==> src/rtl/sevenseg_scan_ctrl.sv <==
// sevenseg_scan_ctrl: multiplexed common-anode seven-segment scanner with per-digit enable, dp, leading-zero suppression and PWM brightness
module sevenseg_scan_ctrl #(
    parameter int NUM_DIGITS  = 8,
    parameter int REFRESH_DIV = 100000,
    localparam int SEL_W = $clog2(NUM_DIGITS),
    localparam int CNT_W = $clog2(REFRESH_DIV)
) (
    input  logic                  clk,
    input  logic                  reset,
    input  logic                  write,
    input  logic [SEL_W-1:0]      sel,
    input  logic [3:0]            num,
    input  logic                  dp_in,
    input  logic                  en_in,
    input  logic                  clear,
    input  logic                  lzs,
    input  logic [3:0]            bright,
    output logic [NUM_DIGITS-1:0] ANODE,
    output logic [6:0]            CATHODE,
    output logic                  DP
);
    localparam logic [6:0] SEG [16] = '{
        7'b1000000, 7'b1111001, 7'b0100100, 7'b0110000,
        7'b0011001, 7'b0010010, 7'b0000010, 7'b1111000,
        7'b0000000, 7'b0010000, 7'b0001000, 7'b0000011,
        7'b1000110, 7'b0100001, 7'b0000110, 7'b0001110
    };

    logic [NUM_DIGITS-1:0][3:0] val;
    logic [NUM_DIGITS-1:0]      dp, en, sup;
    logic [CNT_W-1:0]           cnt;
    logic [SEL_W-1:0]           idx;
    logic [63:0]                lhs, rhs;
    logic                       last, vis;

    // digit register file; clear takes priority over a same-cycle write, out-of-range sel is dropped
    always_ff @(posedge clk or posedge reset) begin
        if (reset) begin
            val <= '0;
            dp  <= '0;
            en  <= '1;
        end else if (clear) begin
            val <= '0;
            dp  <= '0;
            en  <= '1;
        end else if (write && 32'(sel) < NUM_DIGITS) begin
            val[sel] <= num;
            dp[sel]  <= dp_in;
            en[sel]  <= en_in;
        end
    end

    assign last = cnt == CNT_W'(REFRESH_DIV - 1);

    // slot prescaler and scan index; idx advances on the last cycle of each slot
    always_ff @(posedge clk or posedge reset) begin
        if (reset) begin
            cnt <= '0;
            idx <= '0;
        end else begin
            cnt <= last ? '0 : cnt + 1'b1;
            idx <= !last ? idx : idx == SEL_W'(NUM_DIGITS - 1) ? '0 : idx + 1'b1;
        end
    end

    // leading-zero run from the top digit; disabled digits are transparent, digit 0 always shows
    always_comb begin
        logic run;
        run = lzs;
        sup = '0;
        for (int i = NUM_DIGITS - 1; i > 0; i--) begin
            sup[i] = run && en[i] && val[i] == 4'h0;
            run    = run && !(en[i] && val[i] != 4'h0);
        end
    end

    assign lhs = 64'(cnt) << 4;
    assign rhs = (64'(bright) + 64'd1) * 64'(REFRESH_DIV);
    assign vis = lhs < rhs && en[idx] && !sup[idx];

    // registered pin drive: one anode low for a visible digit, everything dark otherwise
    always_ff @(posedge clk or posedge reset) begin
        if (reset) begin
            ANODE   <= '1;
            CATHODE <= 7'h7F;
            DP      <= 1'b1;
        end else begin
            ANODE   <= vis ? ~(NUM_DIGITS'(1) << idx) : '1;
            CATHODE <= vis ? SEG[val[idx]] : 7'h7F;
            DP      <= ~(vis && dp[idx]);
        end
    end
endmodule

==> config.mk <==
export PLATFORM = sky130hd
export DESIGN_NAME = sevenseg_scan_ctrl
export DESIGN_NICKNAME = d
export VERILOG_FILES = /design/src/rtl/sevenseg_scan_ctrl.sv
export SDC_FILE = /design/constraint.sdc
export NUM_CORES = 1
export LEC_CHECK = 0
export ABC_CLOCK_PERIOD_IN_PS = 6760
export CAP_MARGIN = 5
export CORE_UTILIZATION = 66
export DETAILED_ROUTE_END_ITERATION = 8
export DONT_BUFFER_PORTS = 1
export GPL_ROUTABILITY_DRIVEN = 0
export PLACE_DENSITY = 0.82
export SETUP_SLACK_MARGIN = 0.02
export SYNTH_ARGS = -nofsm -noshare
export SYNTH_HDL_FRONTEND = slang
export SYNTH_SLANG_ARGS = --single-unit
==> constraint.sdc <==
create_clock -name clk -period 6.76 [get_ports clk]
set_input_delay 1.352 -clock clk [delete_from_list [all_inputs] [get_ports clk]]
set_output_delay 1.352 -clock clk [all_outputs]
set_load 0.03 [all_outputs]
# After elaboration in Yosys (flattened, before gate mapping)
# Memory sizes are Yosys's and may differ from the RTL's.
# Cells that the tools add are included.
# totals
output_inout_bits	16
regBits	84
input_bits	18
memories	1
mem_bits_ro	112
wordCells	109
# memory_table
memory	depth	word_bits	rd	rd_ports_with_merged_regs	wr	line_no	text
(no name shown)	16	7	1	0	0	89	CATHODE <= vis ? SEG[val[idx]] : 7'h7F;
# classes
n_addsub	3
bitwise_logic	3
n_mux	27
n_eq_ne	2
n_mul	1
shifts	1
reduce_logical	51
magnitude_cmp	5
# op_table
cell	count
32-bit two-way mux	2
8-bit two-way mux	5
32-bit bitwise mux	1
1-bit logical AND	30
4-bit logical NOT	7
4-bit nonzero test	6
21-bit by 22-bit less-than comparator with 1-bit output	1
7-bit two-way mux	3
17-bit by 1-bit adder with 17-bit output, second input constant	1
17-bit == test, second input constant	1
5-bit by 12-bit multiplier with 17-bit output, second input constant	1
17-bit two-way mux	1
8-bit bitwise mux	2
4-bit binary-select mux with 3-bit select	1
4-bit demux with 3-bit select	1
1-bit binary-select mux with 3-bit select	3
3-bit by 4-bit less-than comparator with 1-bit output, second input constant	2
4-bit two-way mux	2
8-bit NOT	1
1-bit by 3-bit << shifter with 8-bit output, first input constant	1
1-bit logical NOT	7
4-bit by 1-bit adder with 5-bit output, second input constant	1
5-bit greater-or-equal comparator, second input constant	1
4-bit NOT with 5-bit output	1
8 further kinds	11

# Depth between registers and ports, before layout
# logic_depth
depth_word	17
depth_mapped	21
mapped_depth_nobuf	20

# Worst setup path after synthesis
# OpenSTA, ideal clock, no wires.
# synth_path
path_kind	input to register
start	input port bright[0]
end	register ANODE[3]
t_arrival_ps	5610
setup_ps	85
cell_stages	20
required_ps	6675
setup_slack_ps	1065
path_buffers	1
cell_sequence	ha_1 -> xor2_1 -> ha_1 -> xnor2_1 -> ha_1 -> ha_1 -> ha_1 -> a21o_1 -> a21oi_1 -> o21ba_2 -> o21ai_0 -> a41oi_1 -> xor2_1 -> ha_1 -> a211o_1 -> a2111oi_0 -> a31oi_1 -> o211ai_2 -> buf_4 -> nand3_1
# synth_between
elab_chain_len	6
# synth_lines
item	line_no	text
start: declaration	17	input logic [3:0] bright,
4-bit by 1-bit adder with 5-bit output	78	assign rhs = (64'(bright) + 64'd1) * 64'(REFRESH_DIV);
5-bit by 12-bit multiplier with 17-bit output	78	
21-bit by 22-bit less-than comparator with 1-bit output	79	assign vis = lhs < rhs && en[idx] && !sup[idx];
1-bit logical AND (2 in a row)	79	
8-bit two-way mux	88	ANODE <= vis ? ~(NUM_DIGITS'(1) << idx) : '1;
end signal: assignment	88	
end: declaration	18	output logic [NUM_DIGITS-1:0] ANODE,
# No other way between the ends.
# A chain may end at the register's enable or synchronous reset.

# Worst setup path in the final report
# layout_path
start	input port bright[0]
end	register CATHODE[1]
# layout_between
elab_chain_len	6
# layout_lines
item	line_no	text
4-bit by 1-bit adder with 5-bit output	78	
5-bit by 12-bit multiplier with 17-bit output	78	
21-bit by 22-bit less-than comparator with 1-bit output	79	
1-bit logical AND (2 in a row)	79	
7-bit two-way mux	89	
end signal: assignment	89	
end: declaration	19	output logic [6:0] CATHODE,
# No other way between the ends.

==> flow_summary.toml <==
[clock_network]
postCtsSetupRepairBufs = 0
clk_pin_slew_worst_paths_ns = 0.09
hold_buffers = 0
root_buffer = "clkbuf_8"
tritoncts = "yes"
post_cts_resized = 0
cts_sinks = 84
h-tree-depth = 3
cts_buffer_depth = 2
cts_buffers = 9
clock_latency_ns = 0.35

[pwr]
clkPwrFrac_pct = 34.7
switching_share_pct = 27.9
leakagePower_nw = 2.61
seqPwrFrac_pct = 46.0
switching_power_mw = 0.321
ir_drop_uv = 160
power_density_nw_per_um2 = 200
p_int_mw = 0.831
power_frac_comb_pct = 19.3

[floorplan]
die_area_um2 = 8690
num_rows = 32
die_w_um = 93.2
start_util_pct = 69.6
dieHeight_um = 93.2
ioPinCount = 34
core_area_um2 = 7890

[global_routing]
track_usage_pct = 29.1
grt_max_degree = 85
antenna_found_initial = 0
grt_overflow_total = 0
grt_pass1_vias = 3995
grt_pass1_wl_um = 19400

[worst_setup_path]
crit_type = "input port to flop"
crit_path_end_kind = "flop"
arrival_ns = 6.33
path_max_fanout = 16
cp.required_ns = 7.00
startpoint_type = "input port"

[placement]
hpwl_um = 8500
io_buffers = 0
dp_cells = 620

[sta]
setup_viol = 0
timing.fmax_mhz = 164
fin_tns_setup_ns = 0
rsz0062_at_grt = "false"
fin_skew_ns = 0.00975
maxSlewHeadroom_pct = 31.8
fin_crit_sh_pct = 90.0
worst_slew_pin_slew_ns = 1.02
slew_viol_final = 0
hold_violations = 0
fin_crit_ns = 6.08

[yosys]
yosys.area.top_type = "dfrtp_1"
synth-async-reset-ratio_pct = 100
ys_ff_latch = 84
yosys_warnings = 0
yosysSeqAreaShare_pct = 38.8
synthCells = 535
synth.distinct_cells = 64
yosys-top-cells-area = "dfrtp_1 (27%), ha_1 (14%), dfstp_2 (11%), mux2i_1 (7.3%), mux4_2 (4.5%)"
syn_area_um2 = 5490
synth.net_count = 614
synth_ff_type = "dfrtp_1"
yosysTopAreaCellShare_pct = 27.3
synth_edf_count = 0
avgSynthCellArea_um2 = 10.3

[run_status]
outcome = "finished clean"

[route]
wl_per_cell_um = 18.3
dr.pass1.iters = 5
via_per_inst = 6.32
drc_errors = 0
routed_wl_um = 11600
drt-initial-drc-count = 220
ant_nets = 0
vias = 4018

[min_path]
hold_path.class = "flop to flop"

[run]
max_cap_violations = 0

[layout]
insertedDiodeCount = 0
syn_to_final_growth_pct = 4.92
instances_no_fill = 636
final_net_count = 608
drive_gt1_share_pct = 12.4
mostFrequentLayoutCell = "nor2_1"
final_cell_mix = "nor2_1 (64), ha_1 (60), dfrtp_1 (60)"
==> cell families after synthesis <==
logic type                 count (synthesis)  share of synthesized area [%]
muxes                                     52                           12.2
and+or+nand+nor                          173                           15.1
xor gates and xnor gates                  30                           4.79
AOI/OAI and AO/OA                         86                           11.1
buffers and inverters                     49                           3.85
adders and majority gates                 61                           14.0
DFF                                       84                           38.8
==> through the flow <==
step / util [%] / hold slack, ns / worst slack, ns / area [um^2] / power, mW
after global placement: 70.2 / 0.468 / 0.668 / 5540 / 0.746
after global routing: 73.0 / 0.523 / 0.240 / 5760 / 1.21
after detailed placement: 70.2 / 0.496 / 0.365 / 5540 / 0.759
after floorplan: - / 0.455 / 1.07 / 5490 / 0.716
final: 73.0 / 0.507 / 0.676 / 5760 / 1.15
after CTS: 73.0 / 0.507 / 0.710 / 5760 / 1.16
==> worst max-delay path, stage by stage <==
cell and delay, ns:
ha_1 0.21, xor2_1 0.40, ha_1 0.29, xnor2_1 0.14, ha_1 0.26, ha_1 0.28, ha_1 0.35, a21o_1 0.14
a21oi_1 0.10, o21ba_2 0.22, o21ai_0 0.36, a41oi_1 0.20, xor2_1 0.19, ha_1 0.22, a211o_1 0.31, a2111oi_0 0.40
a31oi_1 0.16, o211ai_2 0.53, o2111ai_1 0.21
==> power groups by stage <==
stage	clock [mW]	combinational (mW)	sequential [mW]
2_1_floorplan	0	0.179	0.536
3_3_place_gp	0	0.208	0.538
3_5_place_dp	0	0.220	0.539
4_1_cts	0.406	0.222	0.530
5_1_grt	0.429	0.250	0.531
6_report	0.399	0.222	0.530
==> layout make-up <==
| cell class | instances | area, um^2 |
|---|---|---|
| Clock buffer | 11 | 141 |
| Fill cell | 559 | 2130 |
| Timing Repair Buffer | 2 | 15.0 |
| Clock inverter | 5 | 83.8 |
| Inverter | 30 | 114 |
| Multi-Input combinational cell | 402 | 3150 |
| Sequential cell | 84 | 2130 |
| Tap cell | 102 | 128 |
==> registers in the layout, summed over array words and instances, names as in the netlist <==
signal   count
val         32
cnt         17
ANODE        8
dp           8
en           8
CATHODE      7
idx          3
DP           1
==> per-layer routing <==
layer	share of wire [%]	wire, um	GRT usage, %
met1	44	5080	37.9
met2	50	5810	49.5
met3	5.2	604	6.02
met4	1.1	122	7.82
met5	0	0	0
==> final timing paths <==
path | start | endpoint | slack (ns) | depth (start not counted)
worst max-delay path | bright[0] | CATHODE[1] | 0.68 | 19
worst min-delay path | cnt[0] | cnt[0] | 0.51 | 1
worst max register to register | idx[0] | CATHODE[0] | 3.74 | 6
worst min register to register | cnt[0] | cnt[0] | 0.51 | 1
max in group asynchronous | reset | val[23] | 4.91 | 2
min in group asynchronous | reset | val[16] | 1.20 | 2
==> cell usage after synthesis, types with 2 or more instances <==
cell type and number:
a211oi_1 2, nand2b_1 5, o21a_1 2, buf_6 2, a21o_1 4, o21ai_1 2
clkbuf_1 11, a32oi_1 3, mux4_2 11, a41oi_1 2, nand3b_1 3, xor2_1 12
o211ai_1 2, or3_1 2, inv_1 29, xnor2_1 18, nand3_1 19, o21ai_0 16
nand4_1 6, or4_1 3, nor3_2 2, a31oi_1 3, nor4_1 4, nand2_1 39
and3_1 10, ha_1 60, o2111ai_1 4, buf_4 3, dfstp_2 24, mux2i_1 40
nor2b_1 8, a21oi_1 18, a22oi_1 2, buf_1 2, nor2_1 64, o41ai_1 2
and2_1 2, a211o_1 8, a21boi_0 2, dfrtp_1 60
No activity file was read; power rests on OpenSTA's default activity.
